## src/rtl/vram_arb_pkg.sv

```systemverilog
// vram_arb_pkg: shared types and constants for the VRAM arbiter.
// Contents:
//   arb_state_t  arbiter window state
//   mem_op_t     kind of controller command
//   VDP_ADDR_W   native VDP address width before zero extension
package vram_arb_pkg;
    typedef enum logic [1:0] {IDLE, VDP_CMD, AUX_CMD, GAP} arb_state_t;
    typedef enum logic [1:0] {OP_NONE, OP_READ, OP_WRITE, OP_REFRESH} mem_op_t;
    localparam int VDP_ADDR_W = 19;
endpackage

```

## src/rtl/vdp_req_capture.sv

```systemverilog
// vdp_req_capture: turns the VDP level strobes into a single pending request.
// Ports:
//   i_clk, i_reset_n                 clock, async active-low reset
//   i_read, i_write, i_refresh       VDP level strobes; a rising edge is a request
//   i_addr, i_data                   VDP address/write data, latched on the request edge
//   i_clear                          arbiter has taken the pending request
//   o_pend, o_op, o_addr, o_data     pending flag and the latched request
module vdp_req_capture
    import vram_arb_pkg::*;
(
    input  logic                  i_clk,
    input  logic                  i_reset_n,
    input  logic                  i_read,
    input  logic                  i_write,
    input  logic                  i_refresh,
    input  logic [VDP_ADDR_W-1:0] i_addr,
    input  logic [7:0]            i_data,
    input  logic                  i_clear,
    output logic                  o_pend,
    output mem_op_t               o_op,
    output logic [VDP_ADDR_W-1:0] o_addr,
    output logic [7:0]            o_data
);
    logic [2:0] r_prev;
    logic [2:0] w_rise;
    mem_op_t    w_op;

    assign w_rise = {i_write, i_read, i_refresh} & ~r_prev;
    // Simultaneous edges resolve write > read > refresh.
    assign w_op = w_rise[2] ? OP_WRITE : w_rise[1] ? OP_READ : w_rise[0] ? OP_REFRESH : OP_NONE;

    always_ff @(posedge i_clk or negedge i_reset_n) begin
        if (!i_reset_n) begin
            r_prev <= '0;
            o_pend <= 1'b0;
            o_op   <= OP_NONE;
            o_addr <= '0;
            o_data <= '0;
        end else begin
            r_prev <= {i_write, i_read, i_refresh};
            // A fresh edge beats the clear so a request landing on the dispatch clock is kept.
            if (w_op != OP_NONE) begin
                o_pend <= 1'b1;
                o_op   <= w_op;
                o_addr <= i_addr;
                o_data <= i_data;
            end else if (i_clear) begin
                o_pend <= 1'b0;
            end
        end
    end
endmodule

```

## src/rtl/vram_arbiter.sv

```systemverilog
// vram_arbiter: shares one SDRAM controller port between the VDP (always first) and an aux host/DMA port.
// Ports:
//   i_clk, i_reset_n                          controller clock, async active-low reset
//   i_vdp_read, i_vdp_write, i_vdp_refresh    VDP level strobes (rising edge = request)
//   i_vdp_addr, i_vdp_din8                    VDP address/write data, captured on the request edge
//   o_vdp_dout16                              last VDP read data, held until the next VDP read
//   i_aux_req, i_aux_wr, i_aux_addr, i_aux_din8  aux request, held stable until o_aux_ack
//   o_aux_ack, o_aux_dout16                   one-clock completion pulse and aux read data
//   o_mem_read, o_mem_write, o_mem_refresh    controller command strobes, one at a time
//   o_mem_addr, o_mem_din8                    controller address and write data
//   i_mem_dout16                              controller read data, valid on the last window cycle
module vram_arbiter
    import vram_arb_pkg::*;
#(
    parameter int ADDR_W       = 23,
    parameter int CMD_CYCLES   = 6,
    parameter int STARVE_LIMIT = 64
) (
    input  logic                  i_clk,
    input  logic                  i_reset_n,
    input  logic                  i_vdp_read,
    input  logic                  i_vdp_write,
    input  logic                  i_vdp_refresh,
    input  logic [VDP_ADDR_W-1:0] i_vdp_addr,
    input  logic [7:0]            i_vdp_din8,
    output logic [15:0]           o_vdp_dout16,
    input  logic                  i_aux_req,
    input  logic                  i_aux_wr,
    input  logic [ADDR_W-1:0]     i_aux_addr,
    input  logic [7:0]            i_aux_din8,
    output logic                  o_aux_ack,
    output logic [15:0]           o_aux_dout16,
    output logic                  o_mem_read,
    output logic                  o_mem_write,
    output logic                  o_mem_refresh,
    output logic [ADDR_W-1:0]     o_mem_addr,
    output logic [7:0]            o_mem_din8,
    input  logic [15:0]           i_mem_dout16
);
    localparam int CNT_W = $clog2(CMD_CYCLES + 1);
    localparam int STV_W = $clog2(STARVE_LIMIT + 1);
    localparam logic [CNT_W-1:0] CNT_LAST = CNT_W'(CMD_CYCLES - 1);
    localparam logic [STV_W-1:0] STV_MAX  = STV_W'(STARVE_LIMIT);

    arb_state_t            r_state;
    logic [CNT_W-1:0]      r_cnt;
    logic [STV_W-1:0]      r_starve;
    logic                  r_ack_hold;
    logic                  w_pend;
    mem_op_t               w_op;
    logic [VDP_ADDR_W-1:0] w_addr;
    logic [7:0]            w_data;
    logic                  w_idle;
    logic                  w_aux_ok;
    logic                  w_steal;
    logic                  w_go_vdp;
    logic                  w_go_aux;
    logic                  w_clear;
    logic                  w_last;

    vdp_req_capture u_cap (
        .i_clk     (i_clk),
        .i_reset_n (i_reset_n),
        .i_read    (i_vdp_read),
        .i_write   (i_vdp_write),
        .i_refresh (i_vdp_refresh),
        .i_addr    (i_vdp_addr),
        .i_data    (i_vdp_din8),
        .i_clear   (w_clear),
        .o_pend    (w_pend),
        .o_op      (w_op),
        .o_addr    (w_addr),
        .o_data    (w_data)
    );

    // GAP is the single all-strobes-low clock after a window; it dispatches exactly like IDLE.
    assign w_idle   = (r_state == IDLE) || (r_state == GAP);
    assign w_aux_ok = i_aux_req && !r_ack_hold;
    // Once aux has waited through STARVE_LIMIT VDP windows, a pending refresh yields its slot.
    assign w_steal  = w_pend && (w_op == OP_REFRESH) && (r_starve == STV_MAX) && w_aux_ok;
    assign w_go_vdp = w_idle && w_pend && !w_steal;
    assign w_go_aux = w_idle && w_aux_ok && (!w_pend || w_steal);
    // Either dispatch path consumes the pending VDP request (a stolen refresh is dropped).
    assign w_clear  = w_idle && w_pend;
    assign w_last   = (r_cnt == CNT_LAST);

    always_ff @(posedge i_clk or negedge i_reset_n) begin
        if (!i_reset_n) begin
            r_state       <= IDLE;
            r_cnt         <= '0;
            r_starve      <= '0;
            r_ack_hold    <= 1'b0;
            o_vdp_dout16  <= '0;
            o_aux_ack     <= 1'b0;
            o_aux_dout16  <= '0;
            o_mem_read    <= 1'b0;
            o_mem_write   <= 1'b0;
            o_mem_refresh <= 1'b0;
            o_mem_addr    <= '0;
            o_mem_din8    <= '0;
        end else begin
            o_aux_ack  <= 1'b0;
            r_ack_hold <= r_ack_hold && i_aux_req;
            if (!i_aux_req)
                r_starve <= '0;
            case (r_state)
                IDLE, GAP: begin
                    r_state <= IDLE;
                    r_cnt   <= '0;
                    if (w_go_vdp) begin
                        r_state       <= VDP_CMD;
                        o_mem_read    <= (w_op == OP_READ);
                        o_mem_write   <= (w_op == OP_WRITE);
                        o_mem_refresh <= (w_op == OP_REFRESH);
                        o_mem_addr    <= ADDR_W'(w_addr);
                        o_mem_din8    <= w_data;
                        if (i_aux_req && r_starve != STV_MAX)
                            r_starve <= r_starve + 1'b1;
                    end else if (w_go_aux) begin
                        r_state     <= AUX_CMD;
                        o_mem_read  <= !i_aux_wr;
                        o_mem_write <= i_aux_wr;
                        o_mem_addr  <= i_aux_addr;
                        o_mem_din8  <= i_aux_din8;
                        r_starve    <= '0;
                    end
                end
                VDP_CMD: begin
                    r_cnt <= r_cnt + 1'b1;
                    if (w_last) begin
                        r_state       <= GAP;
                        o_mem_read    <= 1'b0;
                        o_mem_write   <= 1'b0;
                        o_mem_refresh <= 1'b0;
                        if (o_mem_read)
                            o_vdp_dout16 <= i_mem_dout16;
                    end
                end
                AUX_CMD: begin
                    r_cnt <= r_cnt + 1'b1;
                    if (w_last) begin
                        r_state     <= GAP;
                        o_mem_read  <= 1'b0;
                        o_mem_write <= 1'b0;
                        o_aux_ack   <= 1'b1;
                        // Hold off re-serving until the requester drops aux_req.
                        r_ack_hold  <= 1'b1;
                        if (o_mem_read)
                            o_aux_dout16 <= i_mem_dout16;
                    end
                end
                default: r_state <= IDLE;
            endcase
        end
    end
endmodule
```

## config.mk

```make
export PLATFORM = sky130hd
export DESIGN_NAME = vram_arbiter
export DESIGN_NICKNAME = d
export VERILOG_FILES = /design/src/rtl/vram_arb_pkg.sv /design/src/rtl/vdp_req_capture.sv /design/src/rtl/vram_arbiter.sv
export SDC_FILE = /design/constraint.sdc
export NUM_CORES = 1
export LEC_CHECK = 0
export ABC_CLOCK_PERIOD_IN_PS = 2400
export CORE_MARGIN = 3
export CORE_UTILIZATION = 35
export CTS_BUF_LIST = sky130_fd_sc_hd__clkbuf_4 sky130_fd_sc_hd__clkbuf_8 sky130_fd_sc_hd__clkbuf_16
export CTS_CLUSTER_SIZE = 28
export DETAILED_ROUTE_END_ITERATION = 6
export HOLD_SLACK_MARGIN = 0.08
export PLACE_DENSITY = 0.64
export SYNTH_ARGS = -nofsm -noshare
export SYNTH_HDL_FRONTEND = slang
export SYNTH_SLANG_ARGS = --single-unit
```

## constraint.sdc

```tcl
create_clock -name i_clk -period 2.4 [get_ports i_clk]
set_input_delay 0.48 -clock i_clk [delete_from_list [all_inputs] [get_ports i_clk]]
set_output_delay 0.48 -clock i_clk [all_outputs]
set_load 0.02 [all_outputs]
```

==> key figures <==
Drt
  – Initial DRC Count: 109
  – # DRC: 0
  – Vias/cell: 5.04
  – Vias: between 3000 and 4000
  – Final wirelength: 12100 um
  – Antenna-violating nets left: 0
  – First-pass iteration count of the detailed router: 4
  – Routed length per instance: 17.3 um

STA
  – Final count of pins violating max slew: 0
  – Max transition margin: 0.678
  – Fin Clk Skew: slightly below 9 ps
  – Min Tclk post-route: roughly 2000 ps
  – Final-report setup violation count: 0
  – Final hold viol count: 0
  – Unrepaired setup endpoints after global routing: false
  – TNS Setup: 0 ps
  – Max Clock Freq: 512 MHz
  – Final period util: 0.814
  – Slew at the pin closest to its max-slew limit: between 400 and 500 ps

Final layout
  – Share of layout cells above drive strength 1: 0.219
  – Design area: 7050 um2
  – Fillers: about 1100
  – Layout Cells excl Fill: about 700
  – Final Core Density: 0.545
  – Synth-to-layout area growth: 48.6%
  – Layout net count: between 600 and 700
  – Antenna Cells: 0

Floorplanning
  – Initial Util: 0.367
  – Core area: 12900 um2
  – Die height: 122 um
  – Die area: between 10000 and 15000 um2
  – I/O pins: 148
  – Die W: 122 um
  – # rows: 41

Synthesis
  – Synth area leader: dfrtp_1
  – Synth top area cells: dfrtp_1 60%, mux2_2 14%, a221o_1 5.3%
  – Synth Flop Type: dfrtp_1
  – #FFs+latches synth: between 100 and 150
  – Most frequent cells after synthesis: 113 x dfrtp_1, 60 x mux2_2, 28 x and2_1
  – Ys async rst share: 1.00
  – Most common cell in the synthesized netlist: dfrtp_1
  – Post-Syn Area per Cell: between 10 and 15 um2
  – Post-synth top area share: 0.596
  – Post-synthesis sequential area ratio: 0.596
  – Syn nets: approximately 440
  – Number of flops mapped to enable cells by yosys: 0
  – Cell variety after synth: 46
  – Total number of yosys warnings: 0
  – Syn Std Cell Area: 4740 um2
  – Gate Count Post-Synth: approximately 350

Power
  – Clk pwr share: 0.269
  – Maximum VDD drop: ~0.6 mV
  – Leak Pwr: 2.99 nW
  – Gate power share: 0.402
  – Power Dens Cells: 1230 nW/um2
  – Power share of the sequential group: 0.329
  – Sw Share: 0.330
  – P_int: 0.00581 W
  – Pwr Total: just under 0.009 W
  – Sw Pwr: 0.00286 W

Worst hold path
  – Min-delay worst type: flip-flop to flip-flop

Place
  – IO buf count: 147
  – Instance area at placement: 6490 um2
  – HPWL after DPL: 8580 um
  – Placed Instances: around 670
  – Gpl congestion: 0.815

Worst setup path
  – Critical path class: flip-flop to flip-flop
  – Critical Path Start Type: flip-flop
  – Worst-path maximum fanout: 12
  – Crit path max-delay family: adder cells
  – CP max-delay cell: ha_1
  – Critical path required time: roughly 2700 ps
  – CP Cell Sequence: inv_1 -> ha_1 -> nand2_1 -> nor3b_1 -> o21ai_0 -> a311o_2
  – CP peak stage delay: 500 ps
  – Worst Path Buf+Inv: 1
  – CP endpoint kind: flip-flop
  – CP Data Arrival Time: 2240 ps

Global route
  – Vias in the first global route: a little under 4000
  – First-pass GRT wire length: between 15000 and 20000 um
  – Grt ovf: 0
  – GRT Util Overall: 0.166
  – Pin count of the biggest net entering global routing: 53
  – Initial antenna violation count: 0

Clocking
  – CTS tree: done
  – H-tree Lvls: 4
  – CTS root buf: clkbuf_16
  – Worst-skew pair later-pin latency: 410 ps
  – CTS clock-pin slew for the worst setup and hold paths: around 50 ps
  – Clock buffer count from CTS: 17
  – Clk sinks: 113
  – Setup bufs post-CTS: 0
  – Max clock buf depth: 2
  – Post-CTS sizing: 0

Run
  – Max cap viols: 0

Run status
  – Status: complete, no violations
-- cell families (layout without fill, tap and decap cells) --
kind of cell               Yosys count  count (layout)  share of synthesized area
AOI/OAI and AO/OA                   61              61                      0.106
xor gates and xnor gates             2               2                    0.00369
adders and majority gates            6               6                     0.0158
buffers and inverters               27             201                     0.0314
DFF                                113             113                      0.596
muxes                               60              60                      0.142
and+or+nand+nor                     82              82                      0.104
-- worst paths after layout --
path	startpoint	end	slack, ps	cells after the start
worst max-delay path	r_state[0]$_DFFE_PN0P_	o_mem_refresh$_DFFE_PN0P_	450	6
worst min-delay path	r_cnt[0]$_DFF_PN0_	r_cnt[0]$_DFF_PN0_	470	1
worst max register to register	r_state[0]$_DFFE_PN0P_	o_mem_refresh$_DFFE_PN0P_	450	6
worst min register to register	r_cnt[0]$_DFF_PN0_	r_cnt[0]$_DFF_PN0_	470	1
max in group asynchronous	i_reset_n	o_aux_ack$_DFF_PN0_	1300	3
min in group asynchronous	i_reset_n	u_cap.o_data[4]$_DFFE_PN0P_	490	2
-- registers in the layout, summed over array words and instances (netlist names) --
register	cells
u_cap.o_op	2
u_cap.o_addr	19
o_mem_din8	8
o_mem_write	1
r_ack_hold	1
r_state	2
o_mem_read	1
u_cap.o_pend	1
o_aux_ack	1
u_cap.r_prev	3
r_cnt	3
o_aux_dout16	16
r_starve	7
o_mem_refresh	1
u_cap.o_data	8
o_mem_addr	23
o_vdp_dout16	16
-- power groups by stage --
stage	registers, W	clock network (W)	logic, W
4_1_cts	0.00286	0.00238	0.00352
3_5_place_dp	0.00286	0	0.00351
6_report	0.00285	0.00233	0.00349
5_1_grt	0.00292	0.00246	0.00373
2_1_floorplan	0.00331	0	0.00147
3_3_place_gp	0.00287	0	0.00342
-- routing by layer --
metal  global-route usage  vias to the layer above  share of wire
met5                    0                        -              0
met4               0.0679                        0          0.023
met3               0.0687                       22          0.089
met2                0.266                      142           0.47
met1                0.198                     1749           0.42
li1                     -                     1603              -
-- metrics by stage --
stage	worst slack (ps)	hold WS, ps
floorplan	574	184
global placement	221	370
detailed placement	177	384
CTS	441	471
global route	318	500
finish	446	469
-- cell type report --
class	count	area, um2	share of cell area
Clock buffer	23	489	0.0694
Timing Repair Buffer	163	1650	0.235
Clock inverter	7	60.1	0.00852
Sequential cell	113	2830	0.401
Multi-Input combinational cell	211	1770	0.251
Inverter	8	30.0	0.00426
Tap cell	172	215	0.0305
-- timing repair --
item / in CTS / in global routing
hold buffers: 1 / 0
endpoints found under the setup margin: 0 / 0
endpoints found under the hold margin: 16 / 0
-- cell usage in the layout (no fill, tap or decap), types with 8 or more instances in the layout --
cell             Yosys  layout
a221o_1             25      25
clkbuf_16            0      17
a21oi_1              9       9
mux2_2              60      60
inv_1                8       8
nand2_1             18      18
buf_4                0      11
and2_1              28      28
dfrtp_1            113     113
clkdlybuf4s50_1      0     146
Power figures use the tool's default switching activity.
